<file path="src/rtl/pipe_hazard_ctrl.sv">
// Pipeline sequencer for the 16-bit five-stage core: boot hold, hazard stalls,
// branch redirect, memory-wait freeze with timeout, halt, and perf counters.
module pipe_hazard_ctrl #(
  parameter int unsigned BOOT_CYCLES = 4,
  parameter logic [3:0]  LOAD_OPC    = 4'b1000,
  parameter logic [3:0]  BR_LO       = 4'b1010,
  parameter logic [3:0]  BR_HI       = 4'b1100,
  parameter logic [3:0]  HALT_OPC    = 4'b1111,
  parameter int unsigned WAIT_MAX    = 255
) (
  input  logic        clk,
  input  logic        rst_n,
  input  logic [15:0] ins_id,
  input  logic        id_valid,
  input  logic [15:0] ins_ex,
  input  logic        ex_valid,
  input  logic        do_branch,
  input  logic        mem_req,
  input  logic        mem_ack,
  output logic        pc_we,
  output logic        pc_sel,
  output logic        if_id_we,
  output logic        if_id_flush,
  output logic        id_ex_we,
  output logic        id_ex_flush,
  output logic        ex_mem_we,
  output logic        halted,
  output logic        mem_timeout,
  output logic [15:0] stall_cnt,
  output logic [15:0] flush_cnt
);

  localparam int unsigned      BOOT_W    = (BOOT_CYCLES > 1) ? $clog2(BOOT_CYCLES) : 1;
  localparam logic [BOOT_W-1:0] BOOT_LAST = BOOT_W'(BOOT_CYCLES - 1);
  localparam logic [7:0]       WAIT_LAST = 8'(WAIT_MAX - 1);

  typedef enum logic [1:0] {BOOT, RUN, MEM_WAIT, HALT} state_t;

  state_t            state, state_n;
  logic [BOOT_W-1:0] boot_cnt, boot_cnt_n;
  logic [7:0]        wait_cnt, wait_cnt_n;
  logic              stall_inc, flush_inc, timeout_set;

  logic [3:0] ex_opc, id_opc;
  logic [2:0] ex_dest;
  logic       freeze, is_halt, is_branch, rt_used, load_use;
  logic       unused_bits;

  assign ex_opc    = ins_ex[15:12];
  assign id_opc    = ins_id[15:12];
  assign ex_dest   = ins_ex[8:6];
  assign freeze    = mem_req & ~mem_ack;
  assign is_halt   = ex_valid && (ex_opc == HALT_OPC);
  assign is_branch = ex_valid && do_branch && (ex_opc >= BR_LO) && (ex_opc <= BR_HI);
  assign rt_used   = (id_opc == 4'b0000) || ((id_opc >= 4'b1001) && (id_opc <= 4'b1100));
  // r0 is never a real load destination, so it cannot create a hazard
  assign load_use  = ex_valid && id_valid && (ex_opc == LOAD_OPC) && (ex_dest != 3'd0) &&
                     ((ex_dest == ins_id[11:9]) || (rt_used && (ex_dest == ins_id[8:6])));
  assign unused_bits = ^{ins_id[5:0], ins_ex[11:9], ins_ex[5:0]};

  always_comb begin
    pc_we       = 1'b1;
    pc_sel      = 1'b0;
    if_id_we    = 1'b1;
    if_id_flush = 1'b0;
    id_ex_we    = 1'b1;
    id_ex_flush = 1'b0;
    ex_mem_we   = 1'b1;
    halted      = 1'b0;
    state_n     = state;
    boot_cnt_n  = boot_cnt;
    wait_cnt_n  = wait_cnt;
    stall_inc   = 1'b0;
    flush_inc   = 1'b0;
    timeout_set = 1'b0;

    case (state)
      BOOT: begin
        pc_we       = 1'b0;
        if_id_we    = 1'b0;
        if_id_flush = 1'b1;
        id_ex_flush = 1'b1;
        if (boot_cnt == BOOT_LAST) state_n = RUN;
        else                       boot_cnt_n = boot_cnt + 1'b1;
      end
      HALT: begin
        pc_we       = 1'b0;
        if_id_we    = 1'b0;
        id_ex_flush = 1'b1;
        halted      = 1'b1;
      end
      default: begin
        if (freeze) begin
          pc_we     = 1'b0;
          if_id_we  = 1'b0;
          id_ex_we  = 1'b0;
          ex_mem_we = 1'b0;
          stall_inc = 1'b1;
          if (state == RUN) begin
            state_n = MEM_WAIT;
          end else if (wait_cnt == WAIT_LAST) begin
            timeout_set = 1'b1;
            state_n     = HALT;
          end else begin
            wait_cnt_n = wait_cnt + 8'd1;
          end
        end else begin
          // a resolved wait decodes the held instructions in the same cycle
          wait_cnt_n = '0;
          state_n    = RUN;
          if (is_halt) begin
            pc_we       = 1'b0;
            if_id_we    = 1'b0;
            id_ex_flush = 1'b1;
            state_n     = HALT;
          end else if (is_branch) begin
            pc_sel      = 1'b1;
            if_id_flush = 1'b1;
            id_ex_flush = 1'b1;
            flush_inc   = 1'b1;
          end else if (load_use) begin
            pc_we       = 1'b0;
            if_id_we    = 1'b0;
            id_ex_flush = 1'b1;
            stall_inc   = 1'b1;
          end
        end
      end
    endcase
  end

  always_ff @(posedge clk or negedge rst_n) begin
    if (!rst_n) begin
      state       <= BOOT;
      boot_cnt    <= '0;
      wait_cnt    <= '0;
      stall_cnt   <= '0;
      flush_cnt   <= '0;
      mem_timeout <= 1'b0;
    end else begin
      state    <= state_n;
      boot_cnt <= boot_cnt_n;
      wait_cnt <= wait_cnt_n;
      if (stall_inc && stall_cnt != '1) stall_cnt <= stall_cnt + 16'd1;
      if (flush_inc && flush_cnt != '1) flush_cnt <= flush_cnt + 16'd1;
      if (timeout_set) mem_timeout <= 1'b1;
    end
  end

endmodule

</file>
<file path="config.mk">
export PLATFORM = sky130hd
export DESIGN_NAME = pipe_hazard_ctrl
export DESIGN_NICKNAME = d
export VERILOG_FILES = /design/src/rtl/pipe_hazard_ctrl.sv
export SDC_FILE = /design/constraint.sdc
export NUM_CORES = 1
export LEC_CHECK = 0
export ABC_AREA = 1
export CORE_MARGIN = 5
export CORE_UTILIZATION = 44
export CTS_CLUSTER_DIAMETER = 40
export DETAILED_ROUTE_END_ITERATION = 8
export PLACE_DENSITY = 0.87
export SLEW_MARGIN = 0
export SYNTH_ARGS = -nofsm -noshare
export SYNTH_HDL_FRONTEND = slang
export SYNTH_SLANG_ARGS = --single-unit
export TNS_END_PERCENT = 10
</file>
<file path="constraint.sdc">
create_clock -name clk -period 1.72 [get_ports clk]
set_clock_uncertainty 0.05 [all_clocks]
set_input_delay 0.344 -clock clk [delete_from_list [all_inputs] [get_ports clk]]
set_output_delay 0.344 -clock clk [all_outputs]
set_load 0.03 [all_outputs]
</file>
==> reports/qor.yml, run 1 <==
run_status:
  outcome: "finished with violations"
  failed_checks: "setup timing"
timing:
  fin_ws_ns: -0.364
  rsz0062_at_grt: "true"
  fmax_mhz: 480
  slew_violations: 0
  finalHoldViolCount: 0
  setup-violations-final: 22
  whs_ns: 0.422
  relSlewSlack: 0.629
  tightest_slew_ns: 0.554
  period_minus_slack_ns: 2.08
  fin_crit_sh: 1.21
worst_setup_path:
  cpMostUsedCell: "inv_2"
  cp.required_ns: 1.33
  cp-end-kind: "output port"
  crit_chain: "inv_2 -> ha_4 -> inv_2 -> buf_6 -> nor2_4 -> inv_2 -> nor3b_4 -> buf_6"
  worstPathMaxFanout: 3
  slowest_delay_ns: 0.38
  critPathSlowestCell: "dfrtp_1"
  critPathKind: "reg2out"
  crit_path_start_kind: "register"
  critPathArrivalTime_ns: 1.69
routing:
  m1WireLength_um: 3280
  drt-initial-drc-count: 133
  wl_met2_um: 3950
  post_drt_wl_per_cell_um: 13.3
  wl_met3_um: 277
  drc: 0
  via_per_inst: 5.03
  routed_wl_um: 7580
  first_pass_iters: 5
  route.vias.total: 2872
  ant_nets: 0
  highest_layer: "met4"
placed_design:
  place_ws_ns: -0.513
  dpl.hpwl_um: 5480
  gp_congestion: 0.882
  io_buffers: 64
  dp.cells: 553
worst_hold_path:
  holdCritPathClass: "in2async"
grt:
  antenna_found_initial: 0
  track_usage: 0.181
  grt_max_degree: 21
  grt_pass1_vias: 3072
  grt_pass1_wl_um: 12900
  grt_remaining_overflow: 0
cts:
  cts_tree: "done"
  clockRootBuffer: "clkbuf_8"
  cts_buffer_depth: 2
  cts_sinks: 45
  htree_levels: 2
  cts_buffers: 5
  path_clk_slew_ns: 0.09
  clock_latency_ns: 0.30
synth:
  avgSynthCellArea_um2: 7.58
  ys_seq_area_frac: 0.397
  synthTopCellsByArea: "dfrtp_1 40%, nand2_1 14%, xor2_1 8.0%, nand3_1 6.4%, inv_1 5.6%"
  syn_nets: 421
  synth_cell_type_count: 32
  yosysTopAreaCellShare: 0.397
  syn-cell-area_um2: 2840
  synthCells: 374
  synth_seq_cells: 45
  post-synth-top-area-cell: "dfrtp_1"
  yosysWarningCount: 0
die:
  coreArea_um2: 6310
  dieHeight_um: 90.3
  start_util: 0.449
  die_w_um: 90.3
  die_area_um2: 8150
  io_pins: 80
  rows: 29
flow_run:
  drv_cap: 0
layout:
  final_util: 0.668
  diodes: 0
  area_growth_pct: 48.7
  fillerInstances: 502
  final_cell_count_no_fill: 571
  layout-drive-gt1-share: 0.241
  nets: 540
power_and_ir_drop:
  ir_worst_vdd_mv: 0.934
  p_leak_nw: 2.17
  power_mw: 4.69
  p_per_area_nw_per_um2: 1110
[per-stage QoR]
step / instance area (µm²) / TNS, ns
floorplan: 2900 / -1.54
global placement: 3910 / -11.56
detailed placement: 3910 / -14.46
CTS: 4110 / -3.17
global route: 4220 / -4.37
finish: 4220 / -1.80
[state kept, by name, summed over array words and instances (netlist names)]
register and count:
flush_cnt 16, stall_cnt 16, wait_cnt 8, boot_cnt 2, state 2, mem_timeout 1
[power by group]
part | switching [mW] | internal, mW
Combinational | 1.39 | 0.970
Clock | 0.378 | 0.578
Sequential | 0.146 | 1.23
Total | 1.92 | 2.78
[cells in the mapped netlist]
cell type,n
nand4_1,10
nand2_1,103
xor2_1,26
buf_6,1
nor3_4,1
nor3_2,1
o21ai_1,6
nor2_1,32
or2_2,3
buf_2,1
ha_1,8
nand3b_1,2
mux2_2,1
a21boi_0,1
nor3_1,12
inv_1,42
o21bai_1,1
nand2_4,2
nand3_2,2
o21ai_0,13
a21oi_1,2
a21oi_2,1
nand3_1,36
o41ai_1,1
nor3b_1,1
xnor2_1,7
inv_2,4
nand2_2,1
nor2_2,3
o31ai_1,1
dfrtp_1,45
buf_4,4
[critical path: cells and delay by family (launching register included)]
family	cells	cell delay (ns)
buf+inv	5	0.43
flops	1	0.38
simple gates	2	0.30
fa+ha+maj	1	0.27
[what timing repair did]
| item | in CTS | in global routing |
|---|---|---|
| setup buffers | 7 | 2 |
| gates resized for setup | 81 | 27 |
| setup endpoints to repair | 77 | 45 |
| hold buffers | 1 | 0 |
| endpoints found under the hold margin | 11 | 0 |
| pin swaps | 14 | 16 |
[cell type report]
type	count	area (µm²)	area share
Tap cell	77	96.3	0.0228
Inverter	46	173	0.0409
Sequential cell	45	1130	0.268
Clock buffer	5	68.8	0.0163
Multi-Input combinational cell	277	1660	0.395
Timing Repair Buffer	118	1020	0.242
Clock inverter	3	65.1	0.0154
[final timing paths]
kind	start	end	slack, ns	cells after the start
worst max-delay path	state[1]	if_id_we	-0.36	8
min in group clk	boot_cnt[0]	boot_cnt[0]	0.44	1
worst min register to register	boot_cnt[0]	boot_cnt[0]	0.44	1
max in group asynchronous	rst_n	flush_cnt[1]	0.61	3
worst min-delay path	rst_n	stall_cnt[1]	0.42	2
worst max register to register	state[1]	stall_cnt[12]	-0.06	12
[per-layer routing]
| metal | track usage | up-vias |
|---|---|---|
| met1 | 0.218 | 1372 |
| met2 | 0.326 | 55 |
| met5 | 0 | - |
| met3 | 0.0417 | 10 |
| met4 | 0.0447 | 0 |
| li1 | - | 1435 |
[layout by cell type (no fill, tap or decap), types with 10 or more instances in the layout]
| cell | Yosys | layout |
|---|---|---|
| buf_4 | 4 | 47 |
| buf_6 | 1 | 10 |
| dfrtp_1 | 45 | 41 |
| dlygate4sd2_1 | 0 | 49 |
| inv_1 | 42 | 37 |
| nand2_1 | 103 | 101 |
| nand3_1 | 36 | 33 |
| nand4_1 | 10 | 10 |
| nor2_1 | 32 | 23 |
| nor3_1 | 12 | 11 |
| o21ai_0 | 13 | 11 |
| xor2_1 | 26 | 26 |
[logic make-up after synthesis]
| group | count (synthesis) | share of synthesized area |
|---|---|---|
| muxes | 1 | 0.00397 |
| DFF | 45 | 0.397 |
| xor gates and xnor gates | 33 | 0.102 |
| and+or+nand+nor | 209 | 0.333 |
| adders and majority gates | 8 | 0.0353 |
| AOI/OAI and AO/OA | 26 | 0.0512 |
| buffers and inverters | 52 | 0.0772 |
No activity file was read; power rests on OpenSTA's default activity.
==> run 2: changes to the inputs <==
- CORE_ASPECT_RATIO: not set -> 0.7
==> reports/qor.yml, run 2 (synthesis gave the netlist of run 1 again) <==
timing:
  slew_violations: 0  # unchanged
  tightest_slew_ns: 0.501  # was 0.554 ns
  relSlewSlack: 0.665  # was 0.629
  rsz0062_at_grt: "true"  # unchanged
  period_minus_slack_ns: 2.09  # was 2.08 ns
  fin_crit_sh: 1.22  # was 1.21
  fin_ws_ns: -0.372  # was -0.364 ns
  finalSetupTns_ns: -3.87  # was -1.80 ns
  setup-violations-final: 19  # was 22
  fmax_mhz: 478  # was 480 MHz
  finalHoldViolCount: 0  # unchanged
cts:
  cts_sinks: 45  # unchanged
  cts_buffers: 5  # unchanged
  cts_buffer_depth: 2  # unchanged
  cts_tree: "done"  # unchanged
  clockRootBuffer: "clkbuf_8"  # unchanged
  path_clk_slew_ns: 0.09  # about the same
  clock_latency_ns: 0.30  # about the same
  htree_levels: 2  # unchanged
power_and_ir_drop:
  ir_worst_vdd_mv: 0.712  # was 0.934 mV
  p_per_area_nw_per_um2: 1120  # was 1110 nW/µm²
  p_leak_nw: 2.19  # was 2.17 nW
layout:
  area_growth_pct: 50.0  # was 48.7%
  final_common_cell: "nand2_1"  # unchanged
  fillerInstances: 467  # was 502
  multi_input_area_um2: 1690  # was 1660 µm²
  final_util: 0.681  # was 0.668
  final_cell_mix: "100 x nand2_1, 45 x dlygate4sd2_1, 45 x buf_4, 40 x dfrtp_1, 37 x inv_1"  # was 101 x nand2_1, 49 x dlygate4sd2_1, 47 x buf_4, 41 x dfrtp_1, 37 x inv_1
  nets: 539  # was 540
  final_cell_count_no_fill: 571  # unchanged
  diodes: 0  # unchanged
  register_area_um2: 1130  # about the same
  layout-drive-gt1-share: 0.247  # was 0.241
  reg_top3: "flush_cnt (16), stall_cnt (16), wait_cnt (8)"  # unchanged
routing:
  routed_wl_um: 8370  # was 7580 µm
  via_per_inst: 5.17  # was 5.03
  first_pass_iters: 5  # unchanged
  route.vias.total: 2953  # was 2,872
  post_drt_wl_per_cell_um: 14.6  # was 13.3 µm
  drc: 0  # unchanged
  ant_nets: 0  # unchanged
  drt-initial-drc-count: 139  # was 133
die:
  start_util: 0.454  # was 0.449
  io_pins: 80  # unchanged
  die_area_um2: 8170  # was 8150 µm²
  die_w_um: 106  # was 90.3 µm
  coreArea_um2: 6250  # was 6310 µm²
  dieHeight_um: 77.2  # was 90.3 µm
  rows: 24  # was 29
run_status:
  outcome: "finished with violations"  # unchanged
  failed_checks: "setup timing"  # unchanged
worst_setup_path:
  cp.required_ns: 1.33  # about the same
  critPathSlowestCell: "dfrtp_1"  # unchanged
  cp-end-kind: "output port"  # unchanged
  crit_chain: "inv_2 -> ha_4 -> inv_4 -> buf_6 -> nor2_4 -> inv_2 -> nor3b_4 -> buf_6"  # was inv_2 -> ha_4 -> inv_2 -> buf_6 -> nor2_4 -> inv_2 -> nor3b_4 -> buf_6
  reg2reg_depth: 10  # was 12
  critPathArrivalTime_ns: 1.70  # was 1.69 ns
  critPathKind: "reg2out"  # unchanged
  crit_path_start_kind: "register"  # unchanged
  slowest_delay_ns: 0.38  # about the same
  worstPathMaxFanout: 3  # unchanged
grt:
  track_usage: 0.192  # was 0.181
  antenna_found_initial: 0  # unchanged
  grt_pass1_vias: 2910  # was 3,072
  grt_remaining_overflow: 0  # unchanged
  grt_pass1_wl_um: 13200  # was 12,900 µm
  grt_max_degree: 22  # was 21
placed_design:
  io_buffers: 64  # unchanged
  dpl.hpwl_um: 5880  # was 5480 µm
  gp_congestion: 0.898  # was 0.882
  dp.cells: 552  # was 553
worst_hold_path:
  holdCritPathClass: "in2async"  # unchanged
flow_run:
  drv_cap: 0  # unchanged
==> run 2: cell types whose count changed in the layout (fill, tap and decap cells not counted), sizes merged <==
cell | previous run | this run
buf | 61 | 58
clkdlybuf4s15 | 1 | 3
clkinv | 1 | 0
dlygate4sd2 | 49 | 45
dlymetal6s2s | 3 | 8
clkbuf | 5 | 8
clkdlybuf4s50 | 3 | 1
bufinv | 2 | 1
==> run 2: layer usage <==
| metal | wire (µm) | GRT usage | vias to the layer above |
|---|---|---|---|
| met1 | 3680 | 0.261 | 1383 |
| met5 | 0 | 0 | - |
| met3 | 528 | 0.0386 | 22 |
| met4 | 187 | 0.0479 | 0 |
| li1 | - | - | 1429 |
| met2 | 3970 | 0.316 | 119 |
==> run 2: timing repair <==
item | CTS | global route
pin swaps | 13 | 22
cloned | 0 | 0
hold buffers | 1 | 0
endpoints found under the setup margin | 74 | 44
endpoints found under the hold margin | 9 | 0
setup buffers | 6 | 4
resized for setup | 75 | 40
==> run 2: cell type report <==
class / count / share of cell area
Clock inverter: 1 / 0.00706
Multi-Input combinational cell: 277 / 0.398
Clock buffer: 7 / 0.0203
Inverter: 46 / 0.0412
Sequential cell: 45 / 0.266
Timing Repair Buffer: 117 / 0.244
Tap cell: 78 / 0.0229
==> run 2: final timing paths <==
kind,endpoint,slack [ns],startpoint
max reg2reg,wait_cnt[7],-0.31,state[1]
max in group asynchronous,wait_cnt[1],0.72,rst_n
max,if_id_we,-0.37,state[1]
min,flush_cnt[8],0.40,rst_n
min in group clk,mem_timeout,0.44,mem_timeout
min reg2reg,mem_timeout,0.44,mem_timeout
==> run 2: per-stage QoR <==
stage | setup slack, ns | hold WS (ns) | cell area (µm²) | total power [mW]
final | -0.372 | 0.401 | 4250 | 4.75
after CTS | -0.370 | 0.402 | 4080 | 4.45
after floorplan | -0.148 | -0.00159 | 2900 | 2.63
after global routing | -0.465 | 0.434 | 4250 | 5.03
after detailed placement | -0.541 | 0.197 | 3890 | 3.56
after global placement | -0.507 | 0.186 | 3890 | 3.49
==> run 2: power by group <==
group	leakage [nW]	switching (mW)	internal, mW
Clock	0.0585	0.355	0.474
Sequential	0.574	0.159	1.23
Combinational	1.56	1.45	1.08
Total	2.19	1.97	2.78
==> run 2: critical path: cells and delay by family (launching register included) <==
kind,cells,cell delay (ns)
simple gates,2,0.31
fa+ha+maj,1,0.28
buf+inv,5,0.43
flops,1,0.38
